==> config.mk <==
export PLATFORM = sky130hd
export DESIGN_NAME = bram_sdp_fifo_ctrl_flat
export DESIGN_NICKNAME = d
export VERILOG_FILES = /design/src/rtl/bram_sdp_fifo_ctrl_if.sv /design/src/rtl/bram_sdp_fifo_ctrl.sv /design/src/flat_wrapper.sv
export SDC_FILE = /design/constraint.sdc
export NUM_CORES = 1
export LEC_CHECK = 0
export ABC_AREA = 1
export CAP_MARGIN = 20
export CORE_MARGIN = 1
export CORE_UTILIZATION = 41
export DETAILED_ROUTE_END_ITERATION = 12
export PLACE_DENSITY = 0.89
export SLEW_MARGIN = 20
export SYNTH_ARGS = -nofsm -noshare
export SYNTH_HDL_FRONTEND = slang
export SYNTH_SLANG_ARGS = --single-unit
==> constraint.sdc <==
create_clock -name clock_i -period 3.1 [get_ports clock_i]
set_clock_uncertainty 0.15 [all_clocks]
set_input_delay 0.775 -clock clock_i [delete_from_list [all_inputs] [get_ports clock_i]]
set_output_delay 0.775 -clock clock_i [all_outputs]
set_load 0.05 [all_outputs]
==> src/rtl/bram_sdp_fifo_ctrl_if.sv <==
// ============================================================================
// Module      : bram_sdp_fifo_ctrl_if
// Description : Stream and RAM-port bundle for bram_sdp_fifo_ctrl.
//               BRAM_FIFO_ERR_FLAGS_EN adds the overflow_o/underflow_o flags.
// Revision    : 1.0 - initial release
// ============================================================================
`default_nettype none

interface bram_sdp_fifo_ctrl_if #(
    parameter int CFG_ABITS = 10,
    parameter int CFG_DBITS = 18
);
    logic                 push_i;
    logic [CFG_DBITS-1:0] wdata_i;
    logic                 full_o;
    logic                 almost_full_o;
    logic                 pop_i;
    logic [CFG_DBITS-1:0] rdata_o;
    logic                 rvalid_o;
    logic                 empty_o;
    logic [CFG_ABITS:0]   count_o;
    logic [CFG_ABITS-1:0] ram_waddr_o;
    logic [CFG_DBITS-1:0] ram_wdata_o;
    logic                 ram_wen_o;
    logic [1:0]           ram_be_o;
    logic [CFG_ABITS-1:0] ram_raddr_o;
    logic                 ram_ren_o;
    logic [CFG_DBITS-1:0] ram_rdata_i;
`ifdef BRAM_FIFO_ERR_FLAGS_EN
    logic                 overflow_o;
    logic                 underflow_o;
`endif

    modport master (
        output push_i, wdata_i, pop_i, ram_rdata_i,
`ifdef BRAM_FIFO_ERR_FLAGS_EN
        input  overflow_o, underflow_o,
`endif
        input  full_o, almost_full_o, rdata_o, rvalid_o, empty_o, count_o,
        input  ram_waddr_o, ram_wdata_o, ram_wen_o, ram_be_o, ram_raddr_o, ram_ren_o
    );

    modport slave (
        input  push_i, wdata_i, pop_i, ram_rdata_i,
`ifdef BRAM_FIFO_ERR_FLAGS_EN
        output overflow_o, underflow_o,
`endif
        output full_o, almost_full_o, rdata_o, rvalid_o, empty_o, count_o,
        output ram_waddr_o, ram_wdata_o, ram_wen_o, ram_be_o, ram_raddr_o, ram_ren_o
    );
endinterface

`default_nettype wire

==> src/rtl/bram_sdp_fifo_ctrl.sv <==
// ============================================================================
// Module      : bram_sdp_fifo_ctrl
// Description : Synchronous FIFO controller for one 18-bit SDP BRAM half.
//               Optional macro BRAM_FIFO_ERR_FLAGS_EN adds sticky error flags.
// Revision    : 1.0 - initial release
// ============================================================================
`default_nettype none

module bram_sdp_fifo_ctrl #(
    parameter int CFG_ABITS    = 10,
    parameter int CFG_DBITS    = 18,
    parameter int AFULL_THRESH = 2**CFG_ABITS - 4
) (
    input  wire logic           clock_i,
    input  wire logic           reset_n_i,
    bram_sdp_fifo_ctrl_if.slave bus
);
    localparam logic [CFG_ABITS:0] C_PTR_ONE   = {{CFG_ABITS{1'b0}}, 1'b1};
    localparam logic [CFG_ABITS:0] C_AFULL_LVL = (CFG_ABITS+1)'(AFULL_THRESH);

    logic [CFG_ABITS:0]   r_wr_ptr;
    logic [CFG_ABITS:0]   r_rd_ptr;
    logic                 r_rvalid;
    logic [CFG_ABITS:0]   w_count;
    logic                 w_full;
    logic                 w_empty;
    logic                 w_push_acc;
    logic                 w_pop_acc;
    logic [CFG_DBITS-1:0] w_wdata;
    logic [CFG_DBITS-1:0] w_rdata;

    // Wrap bit distinguishes full from empty when the low address bits match.
    assign w_count = r_wr_ptr - r_rd_ptr;
    assign w_empty = (r_wr_ptr == r_rd_ptr);
    assign w_full  = (r_wr_ptr[CFG_ABITS-1:0] == r_rd_ptr[CFG_ABITS-1:0]) &&
                     (r_wr_ptr[CFG_ABITS] != r_rd_ptr[CFG_ABITS]);

    // Reset gates the accepts so the RAM never sees an enable while held.
    assign w_push_acc = reset_n_i && bus.push_i && !w_full;
    assign w_pop_acc  = reset_n_i && bus.pop_i  && !w_empty;

    assign w_wdata = bus.wdata_i;
    assign w_rdata = bus.ram_rdata_i;

    assign bus.full_o        = w_full;
    assign bus.empty_o       = w_empty;
    assign bus.count_o       = w_count;
    assign bus.almost_full_o = (w_count >= C_AFULL_LVL);

    assign bus.ram_wen_o   = w_push_acc;
    assign bus.ram_be_o    = {2{w_push_acc}};
    assign bus.ram_waddr_o = r_wr_ptr[CFG_ABITS-1:0];
    assign bus.ram_wdata_o = w_wdata;

    assign bus.ram_ren_o   = w_pop_acc;
    assign bus.ram_raddr_o = r_rd_ptr[CFG_ABITS-1:0];
    assign bus.rdata_o     = w_rdata;
    // A read already in flight when reset arrives is suppressed immediately.
    assign bus.rvalid_o    = r_rvalid && reset_n_i;

    always_ff @(posedge clock_i) begin
        if (!reset_n_i) begin
            r_wr_ptr <= '0;
            r_rd_ptr <= '0;
            r_rvalid <= 1'b0;
        end else begin
            if (w_push_acc) begin
                r_wr_ptr <= r_wr_ptr + C_PTR_ONE;
            end
            if (w_pop_acc) begin
                r_rd_ptr <= r_rd_ptr + C_PTR_ONE;
            end
            r_rvalid <= w_pop_acc;
        end
    end

`ifdef BRAM_FIFO_ERR_FLAGS_EN
    logic r_overflow;
    logic r_underflow;

    always_ff @(posedge clock_i) begin
        if (!reset_n_i) begin
            r_overflow  <= 1'b0;
            r_underflow <= 1'b0;
        end else begin
            if (bus.push_i && w_full) begin
                r_overflow <= 1'b1;
            end
            if (bus.pop_i && w_empty) begin
                r_underflow <= 1'b1;
            end
        end
    end

    assign bus.overflow_o  = r_overflow;
    assign bus.underflow_o = r_underflow;
`endif

endmodule

`default_nettype wire

==> src/flat_wrapper.sv <==
// flat-port wrapper written by rule: the top's interface ports become plain ports
module bram_sdp_fifo_ctrl_flat 
#(
    parameter int CFG_ABITS    = 10,
    parameter int CFG_DBITS    = 18,
    parameter int AFULL_THRESH = 2**CFG_ABITS - 4
)
  (clock_i, reset_n_i, bus_push_i, bus_wdata_i, bus_pop_i, bus_ram_rdata_i, bus_full_o, bus_almost_full_o, bus_rdata_o, bus_rvalid_o, bus_empty_o, bus_count_o, bus_ram_waddr_o, bus_ram_wdata_o, bus_ram_wen_o, bus_ram_be_o, bus_ram_raddr_o, bus_ram_ren_o);
  bram_sdp_fifo_ctrl_if #(.CFG_ABITS(CFG_ABITS), .CFG_DBITS(CFG_DBITS)) bus_i ();
  input  wire logic clock_i;
  input  wire logic reset_n_i;
  input wire logic [$bits(bus_i.push_i)-1:0] bus_push_i;
  input wire logic [$bits(bus_i.wdata_i)-1:0] bus_wdata_i;
  input wire logic [$bits(bus_i.pop_i)-1:0] bus_pop_i;
  input wire logic [$bits(bus_i.ram_rdata_i)-1:0] bus_ram_rdata_i;
  output wire logic [$bits(bus_i.full_o)-1:0] bus_full_o;
  output wire logic [$bits(bus_i.almost_full_o)-1:0] bus_almost_full_o;
  output wire logic [$bits(bus_i.rdata_o)-1:0] bus_rdata_o;
  output wire logic [$bits(bus_i.rvalid_o)-1:0] bus_rvalid_o;
  output wire logic [$bits(bus_i.empty_o)-1:0] bus_empty_o;
  output wire logic [$bits(bus_i.count_o)-1:0] bus_count_o;
  output wire logic [$bits(bus_i.ram_waddr_o)-1:0] bus_ram_waddr_o;
  output wire logic [$bits(bus_i.ram_wdata_o)-1:0] bus_ram_wdata_o;
  output wire logic [$bits(bus_i.ram_wen_o)-1:0] bus_ram_wen_o;
  output wire logic [$bits(bus_i.ram_be_o)-1:0] bus_ram_be_o;
  output wire logic [$bits(bus_i.ram_raddr_o)-1:0] bus_ram_raddr_o;
  output wire logic [$bits(bus_i.ram_ren_o)-1:0] bus_ram_ren_o;
  assign bus_i.push_i = bus_push_i;
  assign bus_i.wdata_i = bus_wdata_i;
  assign bus_i.pop_i = bus_pop_i;
  assign bus_i.ram_rdata_i = bus_ram_rdata_i;
  assign bus_full_o = bus_i.full_o;
  assign bus_almost_full_o = bus_i.almost_full_o;
  assign bus_rdata_o = bus_i.rdata_o;
  assign bus_rvalid_o = bus_i.rvalid_o;
  assign bus_empty_o = bus_i.empty_o;
  assign bus_count_o = bus_i.count_o;
  assign bus_ram_waddr_o = bus_i.ram_waddr_o;
  assign bus_ram_wdata_o = bus_i.ram_wdata_o;
  assign bus_ram_wen_o = bus_i.ram_wen_o;
  assign bus_ram_be_o = bus_i.ram_be_o;
  assign bus_ram_raddr_o = bus_i.ram_raddr_o;
  assign bus_ram_ren_o = bus_i.ram_ren_o;
  bram_sdp_fifo_ctrl #(.CFG_ABITS(CFG_ABITS), .CFG_DBITS(CFG_DBITS), .AFULL_THRESH(AFULL_THRESH)) u_core (.clock_i(clock_i), .reset_n_i(reset_n_i), .bus(bus_i));
endmodule
==> results of run 1 <==
==> per-layer routing <==
| layer | track usage, % | routed length, um | vias up |
|---|---|---|---|
| met5 | 0 | 0 | - |
| met2 | 34.9 | 3010 | 103 |
| met4 | 10.0 | 314 | 0 |
| li1 | - | - | 1072 |
| met1 | 21.8 | 2320 | 1068 |
| met3 | 2.47 | 348 | 27 |
==> sequential cells by signal, summed over array words and instances (netlist names) <==
signal / count
u_core.r_wr_ptr: 11
u_core.r_rd_ptr: 11
u_core.r_rvalid: 1
==> cell type report <==
cell class | instances | area [um^2]
clock inverter | 1 | 5.00
tap | 72 | 90.1
clock buffer | 3 | 41.3
multi-input combinational | 229 | 1410
timing repair buffer | 60 | 723
sequential | 23 | 467
fill | 478 | 2590
inverter | 47 | 184
==> power by group through the flow <==
stage          Combinational, mW  Clock [mW]  Sequential [mW]
5_1_grt                    0.785       0.204            0.313
3_3_place_gp               0.680           0            0.314
2_1_floorplan              0.532           0            0.319
3_5_place_dp               0.689           0            0.314
4_1_cts                    0.708       0.198            0.311
6_report                   0.743       0.198            0.312
==> metrics by stage <==
| step | instances | area, um^2 | power [mW] | hold WS (ns) | utilization [%] |
|---|---|---|---|---|---|
| global route | 435 | 2920 | 1.30 | 0.368 | 53.0 |
| global placement | 425 | 2680 | 0.994 | 0.327 | 48.6 |
| detailed placement | 425 | 2680 | 1.00 | 0.334 | 48.6 |
| floorplan | 360 | 2360 | 0.850 | 0.309 | - |
| CTS | 431 | 2800 | 1.22 | 0.348 | 50.9 |
| finish | 435 | 2920 | 1.25 | 0.347 | 53.0 |
==> cells in the mapped netlist <==
cell type,n,share of area (%)
sky130_fd_sc_hd__nand2_1,105,17
sky130_fd_sc_hd__buf_4,58,19
sky130_fd_sc_hd__inv_1,44,7.1
sky130_fd_sc_hd__dfxtp_1,23,20
sky130_fd_sc_hd__nand3_1,23,4.9
sky130_fd_sc_hd__a21oi_1,22,4.7
sky130_fd_sc_hd__nor2_1,21,3.4
sky130_fd_sc_hd__xor2_1,16,6.0
sky130_fd_sc_hd__ha_1,12,6.4
sky130_fd_sc_hd__nor3_1,8,1.7
sky130_fd_sc_hd__o21ai_0,4,0.86
sky130_fd_sc_hd__clkbuf_1,2,0.32
sky130_fd_sc_hd__nand4_1,2,0.54
sky130_fd_sc_hd__nand4_2,2,1.1
sky130_fd_sc_hd__nor2_4,2,0.97
sky130_fd_sc_hd__o21bai_1,2,0.64
sky130_fd_sc_hd__xnor2_1,2,0.75
sky130_fd_sc_hd__a211oi_1,1,0.32
sky130_fd_sc_hd__and2_1,1,0.27
sky130_fd_sc_hd__buf_6,1,0.48
sky130_fd_sc_hd__clkinv_4,1,0.38
sky130_fd_sc_hd__fa_1,1,0.86
sky130_fd_sc_hd__inv_2,1,0.16
sky130_fd_sc_hd__inv_4,1,0.27
sky130_fd_sc_hd__nor2_2,1,0.27
sky130_fd_sc_hd__o21ai_2,1,0.38
sky130_fd_sc_hd__o21bai_4,1,0.81
sky130_fd_sc_hd__or2_2,1,0.27
sky130_fd_sc_hd__xor2_2,1,0.70
==> worst paths after layout <==
check	endpoint	slack [ns]	cells past startpoint
worst max-delay path	bus_empty_o	0.01	7
worst min-delay path	u_core.r_rd_ptr[9]	0.35	2
worst max register to register	u_core.r_wr_ptr[8]	0.66	11
worst min register to register	u_core.r_rd_ptr[9]	0.35	2
==> what timing repair did <==
| action | 4_1_cts | 5_1_grt |
|---|---|---|
| setup buffers | 2 | 4 |
| hold endpoints to repair | 0 | 0 |
| resized for setup | 14 | 21 |
| setup endpoints to repair | 3 | 10 |
| pin swaps | 6 | 7 |
==> critical path, cell delays in order (launching register included) <==
cell and delay (ns):
sky130_fd_sc_hd__dfxtp_1 0.36, sky130_fd_sc_hd__inv_1 0.09, sky130_fd_sc_hd__ha_1 0.40, sky130_fd_sc_hd__nand2_1 0.16, sky130_fd_sc_hd__nor2_1 0.22, sky130_fd_sc_hd__nand4_2 0.19, sky130_fd_sc_hd__nor2_1 0.28, sky130_fd_sc_hd__buf_12 0.18
==> cells by family (layout without fill, tap and decap cells) <==
kind of cell	after synthesis	after routing	share of synthesized area (%)
xor+xnor	19	19	7.47
fa+ha+maj	13	13	7.30
compound gates	31	31	7.73
buf+inv	108	111	27.4
flops	23	23	19.8
simple gates	166	166	30.3
==> results.txt, run 1 <==
- By startpoint and endpoint, the worst setup path is classified as reg2out.
* Number of antenna violations at the first check in global routing: 0
- Synth Instances: 360
- Worst supply voltage drop on vdd: 0.355 mV
* Number of buffers between clock root and the deepest sink: 2
* First-pass GRT wire length: 9.38 mm
* Hold violation total from the final report: 0
* Final sum of negative setup slack: 0 ns
* Post-place setup slack: 0.172 ns
- Fin crit share: 99.6%
- When the netlist entered floorplanning its net count stood at 413.
- Largest net degree at the start of global routing: 21
- Startpoint of the worst hold path: u_core.r_rd_ptr[9]
- Synthesized flop and latch total: 23
- Input/output buffers: 42
- The initial utilization of the core area, before any placement, comes to 42.3%.
* Arrival time worst endpoint: 2.16 ns
- The worst register-to-register path begins at u_core.r_rd_ptr[9].
- Floorplan core area: 0.00551 mm^2
* TritonCTS buffer count: 3
- The detail route stage leaves a number of antenna-violating nets equal to 0.
- Number of ports placed on the die boundary: 115
* Result of the run: complete, no violations
* Max-cap check violation count: 0
- Summed over all nets, the switching power comes to 0.547 mW.
- Once routing completed, OpenROAD measured the worst setup slack at 0.0137 ns.
* Most common cell after layout, fill and taps aside: sky130_fd_sc_hd__nand2_1
* Net count reported at finish: 417
- The floorplan has 27 rows.
- Switching portion of total power: 43.6%
- Commonest cells after routing, fill and taps aside: sky130_fd_sc_hd__nand2_1, sky130_fd_sc_hd__inv_1, sky130_fd_sc_hd__clkdlybuf4s50_1
- Total number of clock tree sinks: 23
- Area enclosed by the die boundary: 0.00599 mm^2
* Kind of launch point of the worst setup path: flip-flop
- The number of global-route vias before repair was 2,099.
- Classification of the worst-slack hold path: reg2reg
- After detailed routing, the total wire length is 5.99 mm.
- The tree is rooted in a sky130_fd_sc_hd__clkbuf_8.
* Total leakage power: 1.30 nW
- Setup violations remaining at the end of the flow were counted as 0.
- For the worst setup path, the data required time is 2.17 ns.
- After detailed routing, the average wire length per cell comes to 13.8 um.
* Final antenna diode count: 0
- Achievable Freq: 0.324 GHz
* Global-route usage over all layers: 19.2%
- During synthesis, Yosys emitted a total of 0 warnings.
- Unrepaired setup endpoints after global routing: yes
* Post-synthesis instance area: 0.00233 mm^2
- DRC Markers: 0
* Initial DRC count: 127
- The final route contains 2,270 vias.
- The floorplan step set the die height to 77.4 um.
* Synth cell types: 29
- Clock latency on the worst-skew pair: 0.28 ns
* Crit. Startpoint: u_core.r_rd_ptr[9]
* Fraction of power consumed by combinational cells: 59.3%
- Hold repair after CTS inserted 0 buffers.
- The area growth from synthesis to layout is 25.3%.
- Summed over all nets, the half-perimeter wirelength after detailed placement is 4.13 mm.
- Internal power contribution: 0.707 mW
- Overall die width: 77.4 um
* Grt ovf: 0
- Number of optimization iterations in the first detailed-route pass: 4
- The count of pins over their slew limit is 0.
* Final worst path period need: 3.09 ns
- At the end of routability-driven placement, the weighted congestion stood at 0.869.
- Vias per std cell: 5.22
- Clock network fraction of total power: 15.8%
- The average instance in the mapped netlist occupies 6.47 um^2.
* Worst relative slew slack: 58.1%
- TritonCTS built the clock tree.
- In this run the worst path has a maximum fanout of 5.
- Part of the Yosys area used for sequential elements: 19.8%
- For the pin with the worst max-slew slack, the measured transition is 0.628 ns.
- Power density of the placed cells: 429 mW/mm^2
- Clock slew at the register clock pins of the worst setup and hold paths: 0.08 ns
- The worst setup path is captured at an output pin.
- Ratio of cells with drive above 1 in the final layout: 24.5%
- Number of levels in the clock H-tree: 1
* Part of the total power dissipated in sequential elements: 24.9%
(Power assumes the default switching activity.)
==> run 2, diff against run 1 <==
--- a/config.mk
+++ b/config.mk
@@ -8,9 +8,9 @@
 export ABC_AREA = 1
 export CAP_MARGIN = 20
 export CORE_MARGIN = 1
-export CORE_UTILIZATION = 41
+export CORE_UTILIZATION = 30
 export DETAILED_ROUTE_END_ITERATION = 12
-export PLACE_DENSITY = 0.89
+export PLACE_DENSITY = 0.71
 export SLEW_MARGIN = 20
 export SYNTH_ARGS = -nofsm -noshare
 export SYNTH_HDL_FRONTEND = slang
==> results.txt, run 2 (same netlist as run 1, synthesis figures left out) <==
- Setup slack on the worst reg-to-reg path comes out at 0.77 ns.
* Endpoint of the lowest-slack register-to-register path: u_core.r_wr_ptr[8]
- The initial utilization of the core area, before any placement, comes to 31.6%.
- The startpoint identified for the worst hold timing path is u_core.r_rd_ptr[9].
- Area growth from synthesis to final layout: 29.3%
- Worst path setup slack after routing: -0.00845 ns
* Overall routed net length: 5.86 mm
* Arrival time worst endpoint: 2.18 ns
- Vias per std cell: 4.62
- The library cell used most frequently in the layout, excluding fill and tap cells, is sky130_fd_sc_hd__nand2_1.
* Initial DRC count: 85
* Result of the run: complete, but fails checks
- Worst supply voltage drop on vdd: 0.427 mV
- Ratio of cells with drive above 1 in the final layout: 26.2%
- The worst setup path is captured at an output pin.
- Post-DR wirelength/cell: 12.6 um
- CTS built an H-tree with a depth of 1.
- The routed design could run at a clock period as short as 3.11 ns.
- Final-report setup violation count: 1
- Crit path max fanout: 4
- First-pass GRT wire length: 9.47 mm
* Count of placed standard cells in the final layout, fillers left out: 465
* Clock latency on the worst-skew pair: 0.27 ns
- Commonest cells after routing, fill and taps aside: sky130_fd_sc_hd__nand2_1, sky130_fd_sc_hd__inv_1, sky130_fd_sc_hd__clkdlybuf4s50_1
- Signal routing reaches up to met4.
* Classification of the worst-slack hold path: reg2reg
- Required time of the critical path: 2.17 ns
- Number of fill cells in the layout: 785
- TritonCTS created 3 clock buffers.
- Worst Hold Path EP: u_core.r_rd_ptr[9]
- From left edge to right edge, the die measures 90.1 um.
* Largest stage delay, worst path: 0.39 ns
- Largest net degree at the start of global routing: 21
- For this block, the via count after detailed routing is 2,149.
- Worst-case reg-to-reg path depth: 12
- Placed wire-length estimate: 4.40 mm
* Kind of critical path: reg2out
* Family with the most delay on the worst path: simple AND/OR/NAND/NOR gates
- Dpl cells: 456
* Routed wire length on met2: 2.82 mm
- Once detail routing completed, the nets flagged for antenna violations numbered 0.
* Overall power of the completed layout: 1.25 mW
* Instance area after placement: 0.00274 mm^2
- Across every metal layer, demand over resource in global routing totals 14.0%.
- Hold Crit Depth: 2
- Slew Viols, Final: 0
* Floorplan core area: 0.00737 mm^2
* WL met3: 370 um
- Clock-pin slew was measured on the worst setup and hold paths at 0.09 ns.
- Power density of the placed cells: 413 mW/mm^2
- Sequential standard cell area: 465 um^2
* Total leakage power: 1.32 nW
- For this design, the sink count on the clock tree is 23.
* CTS root buffer: sky130_fd_sc_hd__clkbuf_8
- Number of optimization iterations in the first detailed-route pass: 4
- The worst setup path is launched from a flip-flop.
- Worst relative slew slack: 58.1%
* Number of buffers between clock root and the deepest sink: 2
- The final reports fail on setup timing.
- The floorplan step defined a die boundary enclosing 0.00812 mm^2.
- TritonCTS built the clock tree.
- After layout, the worst path uses 100% of the clock period.
- Global routing finished with a remaining overflow of 0.
- The congestion estimate from routability-driven global placement came to 0.920.
* Critical path cell sequence: inv_2 > ha_4 > inv_4 > fa_2 > nand2_2 > nand2_4 > nand3_2 > nand2_1 > nand2_1 > nand2_2 > nand2_1 > nor2_2 > nand3_1 > nand2_2 > buf_12
- 0 antenna diodes ended up in the layout.
- For the pin with the worst max-slew slack, the measured transition is 0.627 ns.
- Number of antenna violations at the first check in global routing: 0
- In this run the count of I/O pins placed on the die edge is 115.
- Launch point of the worst reg-to-reg path: u_core.r_rd_ptr[6]
* DRC Markers: 0
- Vias in the first global route: 2,026
* Number of cell rows: 31
* Unrepaired setup endpoints after global routing: yes
- In the final design database the tool counted 420 nets.
* Crit path buffers/inverters: 3
- Achievable Freq: 0.322 GHz
- The multi-input combinational cells in the finished layout cover a total of 0.00145 mm^2.
* Hold violation total from the final report: 0
* Final design area excluding fillers: 0.00301 mm^2
- Measured along the y axis, the die boundary spans 90.1 um.
- For this design, the slowest cell found on the critical path is sky130_fd_sc_hd__fa_2.
* Regs by FF count: u_core.r_rd_ptr: 11 flops, u_core.r_wr_ptr: 11 flops, u_core.r_rvalid: 1 flops
- Input/output buffers: 42
* Post-place setup slack: 0.157 ns
- For this block, wires on met1 add up to 2.53 mm.
* Max-cap check violation count: 0
[run 2: area by class of cell]
cell class | instances | area share [%]
Sequential cell | 23 | 15.4
Tap cell | 99 | 4.11
Clock buffer | 4 | 1.50
Inverter | 47 | 6.19
Timing Repair Buffer | 63 | 24.8
Multi-Input combinational cell | 229 | 48.0
[run 2: how the worst max path moves through the flow]
| stage | from | to | cells past startpoint |
|---|---|---|---|
| final | u_core.r_wr_ptr[0] | bus_almost_full_o | 15 |
| after global routing | u_core.r_rd_ptr[6] | bus_almost_full_o | 13 |
| after CTS | u_core.r_wr_ptr[0] | bus_count_o[10] | 13 |
| after detailed placement | u_core.r_wr_ptr[0] | bus_count_o[10] | 13 |
| after global placement | u_core.r_wr_ptr[0] | bus_almost_full_o | 14 |
| after floorplan | u_core.r_rd_ptr[2] | bus_ram_be_o[0] | 9 |
[run 2: timing repair]
action                                  in CTS  in global routing
pin swaps                                    6                 13
setup buffers                                2                  3
endpoints found under the setup margin       3                  8
endpoints found under the hold margin        0                  0
hold buffers                                 0                  0
resized for setup                           13                 30
[run 2: per-stage QoR]
stage | TNS (ns) | utilization [%] | hold WS (ns)
floorplan | -0.0601 | - | 0.309
global placement | 0 | 37.2 | 0.327
detailed placement | 0 | 37.2 | 0.345
CTS | -0.0161 | 38.7 | 0.355
global route | -0.162 | 40.9 | 0.380
finish | -0.00845 | 40.9 | 0.347
[run 2: tightest hold or removal path, stage by stage (launching register included)]
cell,delay (ns)
sky130_fd_sc_hd__dfxtp_1,0.33
sky130_fd_sc_hd__nand2_1,0.07
sky130_fd_sc_hd__a21oi_1,0.06
[run 2: where the power goes]
part | switching (mW) | leakage [nW] | internal, mW
registers | 0.00581 | 0.188 | 0.304
logic | 0.433 | 1.11 | 0.307
clock network | 0.104 | 0.0228 | 0.0920
[run 2: per-layer routing]
metal,GRT usage (%),up-vias
met5,0,-
met4,6.18,0
met3,1.95,12
met2,23.7,65
met1,17.7,996
li1,-,1076
==> run 3, diff against run 2 <==
--- a/config.mk
+++ b/config.mk
@@ -8,9 +8,9 @@
 export ABC_AREA = 1
 export CAP_MARGIN = 20
 export CORE_MARGIN = 1
-export CORE_UTILIZATION = 30
+export CORE_UTILIZATION = 41
 export DETAILED_ROUTE_END_ITERATION = 12
-export PLACE_DENSITY = 0.71
+export PLACE_DENSITY = 0.89
 export SLEW_MARGIN = 20
 export SYNTH_ARGS = -nofsm -noshare
 export SYNTH_HDL_FRONTEND = slang
==> results of run 3 <==
The final DEF is identical to that of run 1; final timing and power are the same.
